## config.mk

```make
export PLATFORM = sky130hd
export DESIGN_NAME = fifowrarb_flat
export DESIGN_NICKNAME = d
export VERILOG_FILES = /design/src/rtl/fifowrarb_if.sv /design/src/rtl/fifowrarb.sv /design/src/flat_wrapper.sv
export SDC_FILE = /design/constraint.sdc
export NUM_CORES = 1
export LEC_CHECK = 0
export CAP_MARGIN = 20
export CORE_ASPECT_RATIO = 0.75
export CORE_MARGIN = 5
export CORE_UTILIZATION = 45
export CTS_CLUSTER_DIAMETER = 120
export CTS_CLUSTER_SIZE = 30
export DETAILED_ROUTE_END_ITERATION = 12
export PLACE_DENSITY = 0.85
export SYNTH_ARGS = -nofsm -noshare
export SYNTH_HDL_FRONTEND = slang
export SYNTH_SLANG_ARGS = --single-unit
```

## constraint.sdc

```tcl
create_clock -name clk -period 2.75 [get_ports clk]
set_input_delay 0.55 -clock clk [delete_from_list [all_inputs] [get_ports clk]]
set_output_delay 0.55 -clock clk [all_outputs]
set_load 0.005 [all_outputs]
```

## src/rtl/fifowrarb_if.sv

```systemverilog
// fifowrarb_if: requester-side valid/ready streams
// sharing the FIFO write port.
interface fifowrarb_if #(
  parameter int nreq  = 4,
  parameter int width = 8
);
  logic [nreq-1:0]       reqvalid;
  logic [nreq*width-1:0] reqdata;
  logic [nreq-1:0]       reqready;

  modport master (
    output reqvalid,
    output reqdata,
    input  reqready
  );

  modport slave (
    input  reqvalid,
    input  reqdata,
    output reqready
  );
endinterface

```

## src/rtl/fifowrarb.sv

```systemverilog
// fifowrarb: round-robin arbiter granting one requester
// at a time a bounded burst into the FIFO write port.
module fifowrarb #(
  parameter int nreq     = 4,
  parameter int width    = 8,
  parameter int maxburst = 4
) (
  input  logic             clk,
  input  logic             resetn,
  fifowrarb_if.slave       rq,
  input  logic             full,
  output logic             we,
  output logic [width-1:0] datain,
  output logic [nreq-1:0]  grant,
  output logic             busy,
  output logic [15:0]      wrcount
);
  localparam int pw = (nreq > 1) ? $clog2(nreq) : 1;
  localparam int bw = $clog2(maxburst + 1);
  localparam logic [nreq-1:0] onebit = nreq'(1);

  typedef enum logic {
    idle,
    burst
  } state_t;

  state_t           st;
  logic [pw-1:0]    rrptr;
  logic [pw-1:0]    owner;
  logic [pw-1:0]    pick;
  logic [pw-1:0]    idx;
  logic [pw-1:0]    nxt;
  logic [bw-1:0]    beats;
  logic             found;
  logic             ovalid;
  logic             accept;
  logic             last;
  logic             done;
  logic [width-1:0] odata;

  // first valid requester at or after rrptr, wrapping
  always_comb begin
    found = 1'b0;
    pick  = '0;
    idx   = '0;
    for (int i = 0; i < nreq; i++) begin
      idx = pw'((int'(rrptr) + i) % nreq);
      if (!found && rq.reqvalid[idx]) begin
        found = 1'b1;
        pick  = idx;
      end
    end
  end

  assign ovalid = rq.reqvalid[owner];
  assign odata  = rq.reqdata[int'(owner) * width +: width];
  assign nxt    = pw'((int'(owner) + 1) % nreq);
  assign accept = (st == burst) && ovalid && !full;
  assign last   = accept &&
                  (int'(beats) + 1 == maxburst);
  assign done   = last || !ovalid || full;

  // only the owner sees ready, gated by the near-full flag
  always_comb begin
    rq.reqready = '0;
    if (st == burst)
      rq.reqready[owner] = ovalid && !full;
  end

  // arbitration, burst bookkeeping and registered write
  always_ff @(posedge clk or negedge resetn) begin
    if (!resetn) begin
      st      <= idle;
      rrptr   <= '0;
      owner   <= '0;
      beats   <= '0;
      we      <= 1'b0;
      datain  <= '0;
      grant   <= '0;
      busy    <= 1'b0;
      wrcount <= '0;
    end else begin
      we <= accept;
      if (accept) begin
        datain  <= odata;
        wrcount <= wrcount + 16'd1;
        beats   <= beats + 1'b1;
      end
      unique case (st)
        idle: begin
          if (found) begin
            owner <= pick;
            grant <= onebit << pick;
            beats <= '0;
            busy  <= 1'b1;
            st    <= burst;
          end
        end
        burst: begin
          if (done) begin
            grant <= '0;
            busy  <= 1'b0;
            rrptr <= nxt;
            st    <= idle;
          end
        end
        default: st <= idle;
      endcase
    end
  end
endmodule

```

## src/flat_wrapper.sv

```systemverilog
// flat-port wrapper written by rule: the top's interface ports become plain ports
module fifowrarb_flat 
#(
  parameter int nreq     = 4,
  parameter int width    = 8,
  parameter int maxburst = 4
)
  (clk, resetn, full, we, datain, grant, busy, wrcount, rq_reqvalid, rq_reqdata, rq_reqready);
  fifowrarb_if #(.nreq(nreq), .width(width)) rq_i ();
  input  logic clk;
  input  logic resetn;
  input  logic full;
  output logic we;
  output logic [width-1:0] datain;
  output logic [nreq-1:0] grant;
  output logic busy;
  output logic [15:0] wrcount;
  input wire logic [$bits(rq_i.reqvalid)-1:0] rq_reqvalid;
  input wire logic [$bits(rq_i.reqdata)-1:0] rq_reqdata;
  output wire logic [$bits(rq_i.reqready)-1:0] rq_reqready;
  assign rq_i.reqvalid = rq_reqvalid;
  assign rq_i.reqdata = rq_reqdata;
  assign rq_reqready = rq_i.reqready;
  fifowrarb #(.nreq(nreq), .width(width), .maxburst(maxburst)) u_core (.clk(clk), .resetn(resetn), .rq(rq_i), .full(full), .we(we), .datain(datain), .grant(grant), .busy(busy), .wrcount(wrcount));
endmodule
```

* Word-level counts from Yosys, hierarchy flattened
Index checks and enable logic that the tools add are counted.
** Word-level totals
- Input bits :: 39
- Flip-flop bits (word level) :: 38
- Output and inout bits :: 34
** Operators by class
- $lt $le $gt $ge :: 6
- Add/sub/neg operators :: 7
- Bitwise logic cells :: 2
- Reductions and logical operators :: 18
- Equal/unequal tests :: 3
- Shifts and indexed selects :: 2
- Multiplexer cells :: 33
** Operators by type and width (number)
- == test 32 x 4 -> 1 bit (second input constant) :: 1
- indexed part select 32 x 6 -> 8 bit :: 1
- adder 16 x 1 -> 16 bit (second input constant) :: 1
- less-than comparator 2 x 3 -> 1 bit (second input constant) :: 5
- 2-to-1 mux 1 bit :: 14
- 2-to-1 mux 4 bit :: 3
- binary-select mux 1 bit (select 2 bit) :: 5
- 2-to-1 mux 3 bit :: 3
- logical AND 1 bit :: 8
- 2-to-1 mux 2 bit :: 4
- case mux 4 bit (2 select lines) :: 1
- AND reduction 2 bit :: 3
- zero test 1 bit :: 5
- adder 2 x 1 -> 2 bit (second input constant) :: 2
- adder 2 bit (second input constant) :: 2
- adder 3 x 1 -> 4 bit (second input constant) :: 1
- bitwise AND 4 bit :: 1
- case mux 1 bit (2 select lines) :: 2
- left shift 1 x 2 -> 4 bit (first input constant) :: 1
- adder 3 x 1 -> 3 bit (second input constant) :: 1
- demux 1 bit (select 2 bit) :: 1
- >= comparator 2 x 1 -> 1 bit (second input constant) :: 1
- logical OR 1 bit :: 2
- inequality test 2 x 1 -> 1 bit (second input constant) :: 1
- other kinds (2) :: 2

* Logic depth before layout (Yosys ltp)
Gate-level depths: netlist (run 1).
- Word-level depth :: 15
- Depth in mapped cells :: 7
- Mapped depth without buffers :: 6

* Least setup slack after synthesis (run 1)
Ideal clock, no wire load.
- Kind :: reg2out
- Start :: register u_core.owner[1]
- End :: output rq_reqready[1]
- Data arrival time :: 1.177 ns
- Data required time :: 2.200 ns
- Cell stages (with the launch flop) :: 5
- Setup slack :: 1.023 ns
- Cell sequence :: dfrtp_1 buf_1 inv_1 ha_1 and3_1
** Between the ends
- Longest elaborated chain between the ends :: 6
- Elaborated cells on any way between the ends :: 10
- Those cells by class :: order compare (2); mux (5); bitwise (1); reduce/logical (2)
** RTL lines
- from (decl) :: RTL line fifowrarb.sv:29 : logic [pw-1:0] owner;
- from (signal assigned) :: RTL line fifowrarb.sv:92 : owner <= pick;
- less-than comparator 2 x 3 -> 1 bit (not written as such) / >= comparator 2 x 1 -> 1 bit (equally long branches) :: RTL line fifowrarb.sv:67 : rq.reqready[owner] = ovalid && !full;
- logical AND 1 bit :: RTL line fifowrarb.sv:67
- 2-to-1 mux 1 bit (not written as such) :: RTL line fifowrarb.sv:67
- demux 1 bit (select 2 bit)
- bitwise AND 4 bit (no line) (*)
- 2-to-1 mux 4 bit (*) :: RTL line fifowrarb.sv:66 : if (st == burst)
- to (decl) :: RTL line flat_wrapper.sv:20 : output wire logic [$bits(rq_i.reqready)-1:0] rq_reqready;
Mark *: on every way between the ends. The rest lies on a longest branch, timed or not. The select of a mux whose other input is x is not followed.

* Worst setup path after layout (run 1)
- Start :: input full
- End :: output rq_reqready[2]
** Between the ends
- Longest elaborated chain between the ends :: 4
** RTL lines
- from (decl) :: RTL line flat_wrapper.sv:12 : input logic full;
- zero test 1 bit :: RTL line fifowrarb.sv:67
- logical AND 1 bit :: RTL line fifowrarb.sv:67
- bitwise AND 4 bit (no line)
- 2-to-1 mux 4 bit :: RTL line fifowrarb.sv:66
Every way passes these cells.

==> qor.txt, run 1 <==
Metal-1 WL = 2.11 mm
synth warn = 0
total grt overflow = 0
Placed Cells = 312
Setup CP Type = in2out
Setup violations, final = 0
met2 WL = 2.15 mm
Top Ports = 73
die height = 67.7 µm
Synth Instances = 185
Final period util = 96.9%
DP Wirelength = 3.51 mm
total track usage = 17.1%
full die area = 0.00588 mm²
H-tree Lvls = 2
initial antenna violation count = 0
hold crit path type = in2async
Seq cells post-synth = 38
clock skew = 5.89 ps
commonest non-fill, non-tap cells in the layout = clkdlybuf4s50_1 (70), nand2_1 (38), dfrtp_1 (38)
Clock Path Buffers = 2
CP Data Required Time = 2200 ps
Reg2Reg Setup Slack = 840 ps
status = finished clean
Synth Area in Compound Gates = 8.53%
port bufs = 72
mux cell area share after synthesis = 11.6%
Flop pwr share = 36.9%
crit path from = full
mean post-synth cell area = 10.8 µm²
Num CTS Buffers = 5
DR vias/cell = 5.15
met3 wire length = 342 µm
clk_lat worst skew = 290 ps
Comb pwr share = 43.8%
Sink Count = 38
commonest non-fill, non-tap cell in the layout = clkdlybuf4s50_1
worst r2r path cells = 7
Setup crit start kind = input pin
Synth Cell Area = 0.00200 mm²
final antenna-violating net count = 0
Leakage = 1.30 nW
top routing layer used = met4
CTS tree = yes
initial DRC count = 45
number of global-route vias before repair = 1639
Tmin final = 2670 ps
first-pass GRT wire length = 7.77 mm
DRC Markers = 0
sequential area share after synthesis = 47.6%
Switching Share = 33.5%
Critical R2R Launch = u_core.owner[1]
Clk pin slew, worst setup/hold paths = 70 ps
Worst slew margin = 44.6%
XOR/XNOR Fraction of Synth Area = 7.02%
Nets = 309
Internal = 1.58 mW
Critical Path AT = 2120 ps
final WL = 4.66 mm
post-route setup TNS = 0 ps
max-cap violations = 0
share of post-route cells with drive strength above 1 = 10.6%
main combinational cell family by area after synthesis = simple AND/OR/NAND/NOR gates
post-synth cell types = 39
pins over their slew limit = 0
Hold Fails Final Rpt = 0
row count = 21
routed len/inst = 14.5 µm
FF-to-FF End = u_core.wrcount[12]
f_max = 375 MHz
Net Switching = 0.796 mW
PwrDens = 819 mW/mm²
Die W = 86.9 µm
CTS Root Cell = clkbuf_8
Crit. End Element = primary output
Core ar. = 0.00439 mm²
Final GP Congestion = 0.768
Syn Nets = 231
VDD IR-drop max = 0.565 mV
RSZ-0062 raised after global routing = no
post-synthesis adder-cell area fraction = 4.39%
# diodes = 0
Max FO, Critical Path = 5
largest net degree at the start of global routing = 39
clock share of power = 19.3%
routed vias = 1653
Non-Filler Instances = 321
First-pass DRT Iterations = 4
Layout area overhead = 45.4%
post-synthesis simple-gate area fraction = 17.4%
Initial Util = 45.5%
Slew @ Worst Pin = 831 ps
==> Yosys cell counts (all sizes together) <==
cell / n / area share [%]
dfrtp: 38 / 48
ha: 7 / 4.4
nand4: 5 / 1.6
o22a: 1 / 0.44
and2: 3 / 0.94
nand2b: 2 / 0.63
mux4: 8 / 9.0
nor3: 3 / 0.75
nand2: 39 / 7.5
nor2b: 1 / 0.31
o21ai: 4 / 1.0
and3: 6 / 1.9
nor2: 4 / 0.75
and4: 1 / 0.44
nand3: 8 / 2.0
o221ai: 2 / 0.88
a21o: 2 / 0.75
xnor2: 14 / 6.1
a22o: 1 / 0.44
buf: 5 / 1.5
a21boi: 2 / 0.75
nand3b: 1 / 0.38
clkbuf: 1 / 0.19
mux2: 1 / 0.56
xor2: 2 / 0.88
inv: 9 / 1.7
a32o: 4 / 2.0
o22ai: 2 / 0.94
a31o: 1 / 0.44
a21oi: 2 / 0.50
or2: 1 / 0.31
mux2i: 4 / 2.0
o21a: 1 / 0.38
==> final cells by class <==
cell class,count,area (µm²)
fillers,341,1490
multi-input cells,132,981
flip-flops and latches,38,951
repair buffers,77,756
well taps,57,71.3
clock buffers,5,68.8
clock inverters,3,40.0
inverters,9,33.8
==> through the flow <==
stage / area [µm²] / hold slack, ps / setup WS [ps] / total power [mW] / utilization [%]
floorplan: 2000 / 254 / 1020 / 1.46 / -
global placement: 2780 / 458 / 103 / 1.90 / 63.3
detailed placement: 2780 / 461 / 68.8 / 1.92 / 63.3
CTS: 2890 / 385 / 62.4 / 2.39 / 65.8
global route: 2900 / 426 / 13.6 / 2.57 / 66.1
finish: 2900 / 362 / 84.0 / 2.38 / 66.1
==> sequential cells by signal, summed over array words and instances (netlist names) <==
signal,count
u_core.beats,3
u_core.busy,1
u_core.datain,8
u_core.grant,4
u_core.owner,2
u_core.rrptr,2
u_core.st,1
u_core.we,1
u_core.wrcount,16
==> kinds of logic after synthesis <==
family / Yosys count
AOI/OAI and AO/OA: 22
xor gates and xnor gates: 16
adders and majority gates: 7
buffers and inverters: 15
DFF: 38
muxes: 13
and+or+nand+nor: 74
==> routing by layer <==
| metal | up-vias | global-route usage, % |
|---|---|---|
| met4 | 0 | 5.25 |
| met1 | 793 | 21.5 |
| li1 | 808 | - |
| met3 | 7 | 5.12 |
| met5 | - | 0 |
| met2 | 45 | 28.6 |
==> worst max-delay path by stage <==
stage | to | slack (ps)
finish | rq_reqready[2] | 80
global route | rq_reqready[2] | 10
CTS | rq_reqready[2] | 60
detailed placement | rq_reqready[2] | 70
global placement | rq_reqready[1] | 100
floorplan | rq_reqready[1] | 1020
==> critical path, stage by stage <==
cell and delay [ps]:
clkdlybuf4s50_1 430, or2_1 260, o22ai_2 190, and3_1 190, clkdlybuf4s50_1 500
==> timing repair <==
item / in CTS / in global routing
setup buffers: 0 / 1
hold buffers: 0 / 0
resized for setup: 0 / 2
endpoints found under the setup margin: 0 / 4
==> power by group through the flow <==
stage	combinational [mW]	sequential, mW	clock [mW]
2_1_floorplan	0.584	0.872	0
3_3_place_gp	1.02	0.881	0
3_5_place_dp	1.04	0.883	0
4_1_cts	1.05	0.874	0.473
5_1_grt	1.16	0.909	0.496
6_report	1.04	0.877	0.460
Power figures use the tool's default switching activity.
==> run 2: changes to the inputs <==
- CAP_MARGIN: 20 -> 10
==> results of run 2 <==
No change in the layout: final DEF, timing and power equal those of run 1.
==> run 3: changes to the inputs <==
- SKIP_LAST_GASP: not set -> 1
==> results of run 3 <==
No change in the layout: final DEF, timing and power equal those of run 1.
==> patch 1: new RTL, config.mk and constraints of run 3 <==
`maxburst` is set to 4 in 2 places; all go to 2.
--- a/src/rtl/fifowrarb.sv
+++ b/src/rtl/fifowrarb.sv
@@ -4,5 +4,5 @@
   parameter int nreq     = 4,
   parameter int width    = 8,
-  parameter int maxburst = 4
+  parameter int maxburst = 2
 ) (
   input  logic             clk,
--- a/src/flat_wrapper.sv
+++ b/src/flat_wrapper.sv
@@ -4,5 +4,5 @@
   parameter int nreq     = 4,
   parameter int width    = 8,
-  parameter int maxburst = 4
+  parameter int maxburst = 2
 )
   (clk, resetn, full, we, datain, grant, busy, wrcount, rq_reqvalid, rq_reqdata, rq_reqready);
Behaviour: not the same (Yosys sat finds a counterexample within 4 cycles, from zero or initial values and one cycle with resetn low).
==> patch 1 against run 3 <==
Sequential share of layout area shrank 1.2 points. Die area decreased by 0.48%. Total power grew 7.3%. Clock skew up 7.2 ps. Combinational power is 13% higher. Area after synthesis down 0.56%. Setup slack got worse by 1.9 ps. Design area increased by 0.99%. Sequential cell count shrank 1. Fmax barely moved. Routed wire length rose by 5.8%. Largest power group unchanged. Highest routed layer unchanged.
==> patch 1: results <==
[critical_path]
r2r_cells = 4
regToRegStartpoint = u_core.owner[1]$_DFFE_PN0P_
r2r_end = u_core.grant[3]$_DFFE_PN0P_
cpPeakStageDelay_ps = 530
critPathArrivalTime_ps = 2120
rrSetupSlack_ps = 1070

[yosys]
synthArstFlopShare_pct = 100
syn-num-nets = 210
ys_types = 41
synth_cells = 165
synth_area_leaders = dfrtp_1 47%, mux4_2 9.1%, mux2_2 5.1%
seq_area_frac_synth_pct = 46.7
yosys-top-cells-count = 37 x dfrtp_1, 17 x nand2_1, 10 x xor2_1

[placement]
place_congestion = 0.868
dp_cells = 296
hpwl_um = 3680
postPlaceCellArea_mm2 = 0.00280

[drt]
initialDrtViolationCount = 129
routed_wl_um = 4930
viasPerCell = 5.22

[final_layout]
drive_above_1_share_pct = 17.6
nets = 294
layout.cells.non_filler = 305

[pwr]
ir_drop_mv = 0.543
p_leak_nw = 1.30

[global_routing]
grt_pass1_vias = 1639
met3_usage_pct = 4.76
grt_use_total_pct = 18.4
met2_usage_pct = 29.5
grt.met1_usage_pct = 24.7
grt_pass1_wl_um = 8180
antenna_found_initial = 0
grt_max_degree = 38

[clock_network]
clockBufferDepth = 2
clk_pin_slew_ps = 90

[timing]
skew_ps = 13.1
tightestPinTransition_ps = 817

[run_status]
run_status = finished, final reports clean
-- patch 1: cell count changes after synthesis, moves of 3 or more --
cell and delta:
nand3_1 -7, xor2_1 +8, nor2b_1 +4, inv_1 -3, xnor2_1 -8, and3_1 -5
mux2_2 +8, mux2i_1 -3, nor3_1 +4, nor4_1 +5, a32o_1 -4, nand2_1 -21
-- patch 1: logic make-up (layout without fill, tap and decap cells) --
kind of cell	Yosys count	count (layout)	synth area share, %
buffers and inverters	10	95	2.52
muxes	20	20	16.2
xor gates and xnor gates	16	16	7.06
adders and majority gates	6	6	3.78
and+or+nand+nor	57	57	16.3
DFF	37	37	46.7
AOI/OAI and AO/OA	19	19	7.50
-- patch 1: routing by layer --
metal  vias up  wire length, um  share of wire (%)
li1        766                -                  -
met1       766             2260                 46
met2        55             2250                 46
met3         5              370                7.5
met4         0               50                1.0
met5         -                0                  0
-- patch 1: cell type report --
cell class / count / area (um2)
clock buffer: 5 / 68.8
sequential: 37 / 926
timing repair buffer: 81 / 787
inverter: 6 / 25.0
fill: 323 / 1220
multi-input combinational: 118 / 1010
tap: 55 / 68.8
clock inverter: 3 / 46.3
-- patch 1: metrics by stage --
stage,power [mW],setup TNS [ps],worst slack (ps)
6_report,2.55,0,82.1
5_1_grt,2.73,0,9.47
4_1_cts,2.57,0,9.36
3_5_place_dp,2.07,-26.1,-17.4
3_3_place_gp,2.04,0,23.3
2_1_floorplan,1.53,0,682
-- patch 1: report_power, final --
part / total [mW] / switching (mW) / internal [mW]
clock: 0.478 / 0.207 / 0.271
combinational: 1.18 / 0.480 / 0.703
sequential: 0.889 / 0.169 / 0.721
total: 2.55 / 0.855 / 1.69
-- patch 1: worst min path at each step --
stage / end / slack (ps) / cells after the start
2_1_floorplan: u_core.beats[0]$_DFF_PN0_ / 250 / 0
3_3_place_gp: u_core.wrcount[15]$_DFFE_PN0P_ / 460 / 1
3_5_place_dp: u_core.wrcount[15]$_DFFE_PN0P_ / 460 / 1
4_1_cts: u_core.wrcount[10]$_DFFE_PN0P_ / 370 / 1
5_1_grt: u_core.wrcount[6]$_DFFE_PN0P_ / 410 / 1
6_report: u_core.wrcount[10]$_DFFE_PN0P_ / 340 / 1
-- patch 1: worst reg2reg max path, stage by stage, from the launching register on --
cell,delay [ps]
dfrtp_1,440
mux2_4,350
a221o_1,410
and2_4,200
a22o_1,180
-- patch 1: what timing repair did --
item / CTS / global route
endpoints found under the hold margin: 0 / 0
pin swaps: 0 / 1
resized for setup: 1 / 2
setup endpoints to repair: 3 / 4
buffers inserted: 0 / 1
==> patch 2: new RTL, flow settings as in run 3 <==
Made on the original files. Make the reset (`resetn`) synchronous in one clocked block.
--- a/src/rtl/fifowrarb.sv
+++ b/src/rtl/fifowrarb.sv
@@ -69,5 +69,5 @@
 
   // arbitration, burst bookkeeping and registered write
-  always_ff @(posedge clk or negedge resetn) begin
+  always_ff @(posedge clk) begin
     if (!resetn) begin
       st      <= idle;
Function: differs if resetn is asserted again (counterexample within 4 cycles, from zero or initial values and one cycle with resetn low); with resetn held inactive, the same outputs for 4 cycles.
==> patch 2 against run 3 <==
Fmax about the same. Setup slack better by 1.5 ps. Routed wire length increased by 11%. Cell count rose by 14%. Design area grew 3.0%. Sequential cell count unchanged. Area after synthesis is 1.4% higher. Hold slack better by 100 ps. Largest cell class unchanged.
Power is not compared: it rests on default switching activity, and its combinational part moved more than twofold at a synthesized area within 25%.
==> patch 2: results <==
[run_status]
run_status = finished, final reports clean

[timing]
skew_ps = 7.22
tightestPinTransition_ps = 402

[final_layout]
fillers = 370
drive_above_1_share_pct = 9.06
antenna_cells = 0
nets = 354

[clock_network]
cts_max_level = 2
root_buffer = clkbuf_8
cts_buffers = 5

[global_routing]
grt.met1_usage_pct = 23.7
grt_use_total_pct = 18.4
grt_pass1_vias = 1871
met2_usage_pct = 30.1
antenna_found_initial = 0
grt_max_degree = 28
met3_usage_pct = 5.78
grt_pass1_wl_um = 8600

[yosys]
yosysWarnings = 0
yosys-top-cells-count = 38 x dfxtp_1, 38 x nand2_1, 23 x nor2_1
seq_area_frac_synth_pct = 37.6
syn-num-nets = 275
synthArstFlopShare_pct = 0
synth_area_leaders = dfxtp_1 38%, mux4_1 7.8%, nand2_1 7.0%

[critical_path]
cpPeakStageDelay_ps = 510
crit_path_end = rq_reqready[2]
r2r_end = u_core.wrcount[5]$_SDFFE_PN0P_
critPathArrivalTime_ps = 2110
regToRegStartpoint = u_core.owner[1]$_SDFFE_PN0P_
rrSetupSlack_ps = 790
path_delay_family = buffers and inverters
r2r_cells = 6

[drt]
viasPerCell = 5.39
routed-wl-met3_um = 385
dr.pass1.iters = 4
routed_wl_um = 5180
wl_met2_um = 2410
initialDrtViolationCount = 96
routedLengthMet1_um = 2340

[hold_path]
hold_path_depth = 2
hold_start = u_core.datain[1]$_SDFFE_PN0P_
hold_end = u_core.datain[1]$_SDFFE_PN0P_
hold_path.class = reg2reg

[placement]
hpwl_um = 3900
place_congestion = 0.825
portBuffers = 72

[pwr]
ir_drop_mv = 0.276
p_leak_nw = 1.14
[patch 2: changes by cell type in the layout (fill, tap and decap cells not counted), sizes merged, moves of 4 or more]
| cell | before | now |
|---|---|---|
| dfrtp | 38 | 0 |
| xnor2 | 14 | 2 |
| buf | 6 | 11 |
| a21oi | 2 | 19 |
| a32o | 4 | 0 |
| xor2 | 2 | 11 |
| dfxtp | 0 | 38 |
| nor2 | 4 | 23 |
| nand3 | 8 | 12 |
[patch 2: final cells by class]
type	count	area share, %
Multi-Input combinational cell	172	39.4
Timing Repair Buffer	83	27.0
Sequential cell	38	25.5
Clock buffer	6	2.76
Tap cell	57	2.39
Clock inverter	2	2.01
Inverter	8	1.01
[patch 2: power breakdown]
part | leakage (nW) | internal, mW | switching, mW | total (mW)
registers | 0.308 | 0.570 | 0.0177 | 0.588
logic | 0.761 | 0.142 | 0.109 | 0.251
clock network | 0.0714 | 0.387 | 0.199 | 0.586
total | 1.14 | 1.10 | 0.326 | 1.42
[patch 2: stage by stage]
stage	hold slack (ps)	worst slack (ps)	area, um2	cells
2_1_floorplan	453	705	2020	229
3_3_place_gp	441	94.9	2840	358
3_5_place_dp	452	88.7	2840	358
4_1_cts	466	76.5	2990	366
5_1_grt	498	18.0	2990	366
6_report	462	85.5	2990	366
[patch 2: cells by family (layout without fill, tap and decap cells)]
family	count (synthesis)	after routing	synth area share [%]
compound gates	36	36	11.4
fa+ha+maj	7	7	4.33
simple gates	102	102	23.7
mux	14	14	13.1
flops	38	38	37.6
xor+xnor	13	13	5.62
buf+inv	19	99	4.26
[patch 2: timing repair]
action,CTS,global route
resized for setup,0,1
endpoints found under the hold margin,0,0
setup endpoints to repair,0,1
buffers inserted,0,0
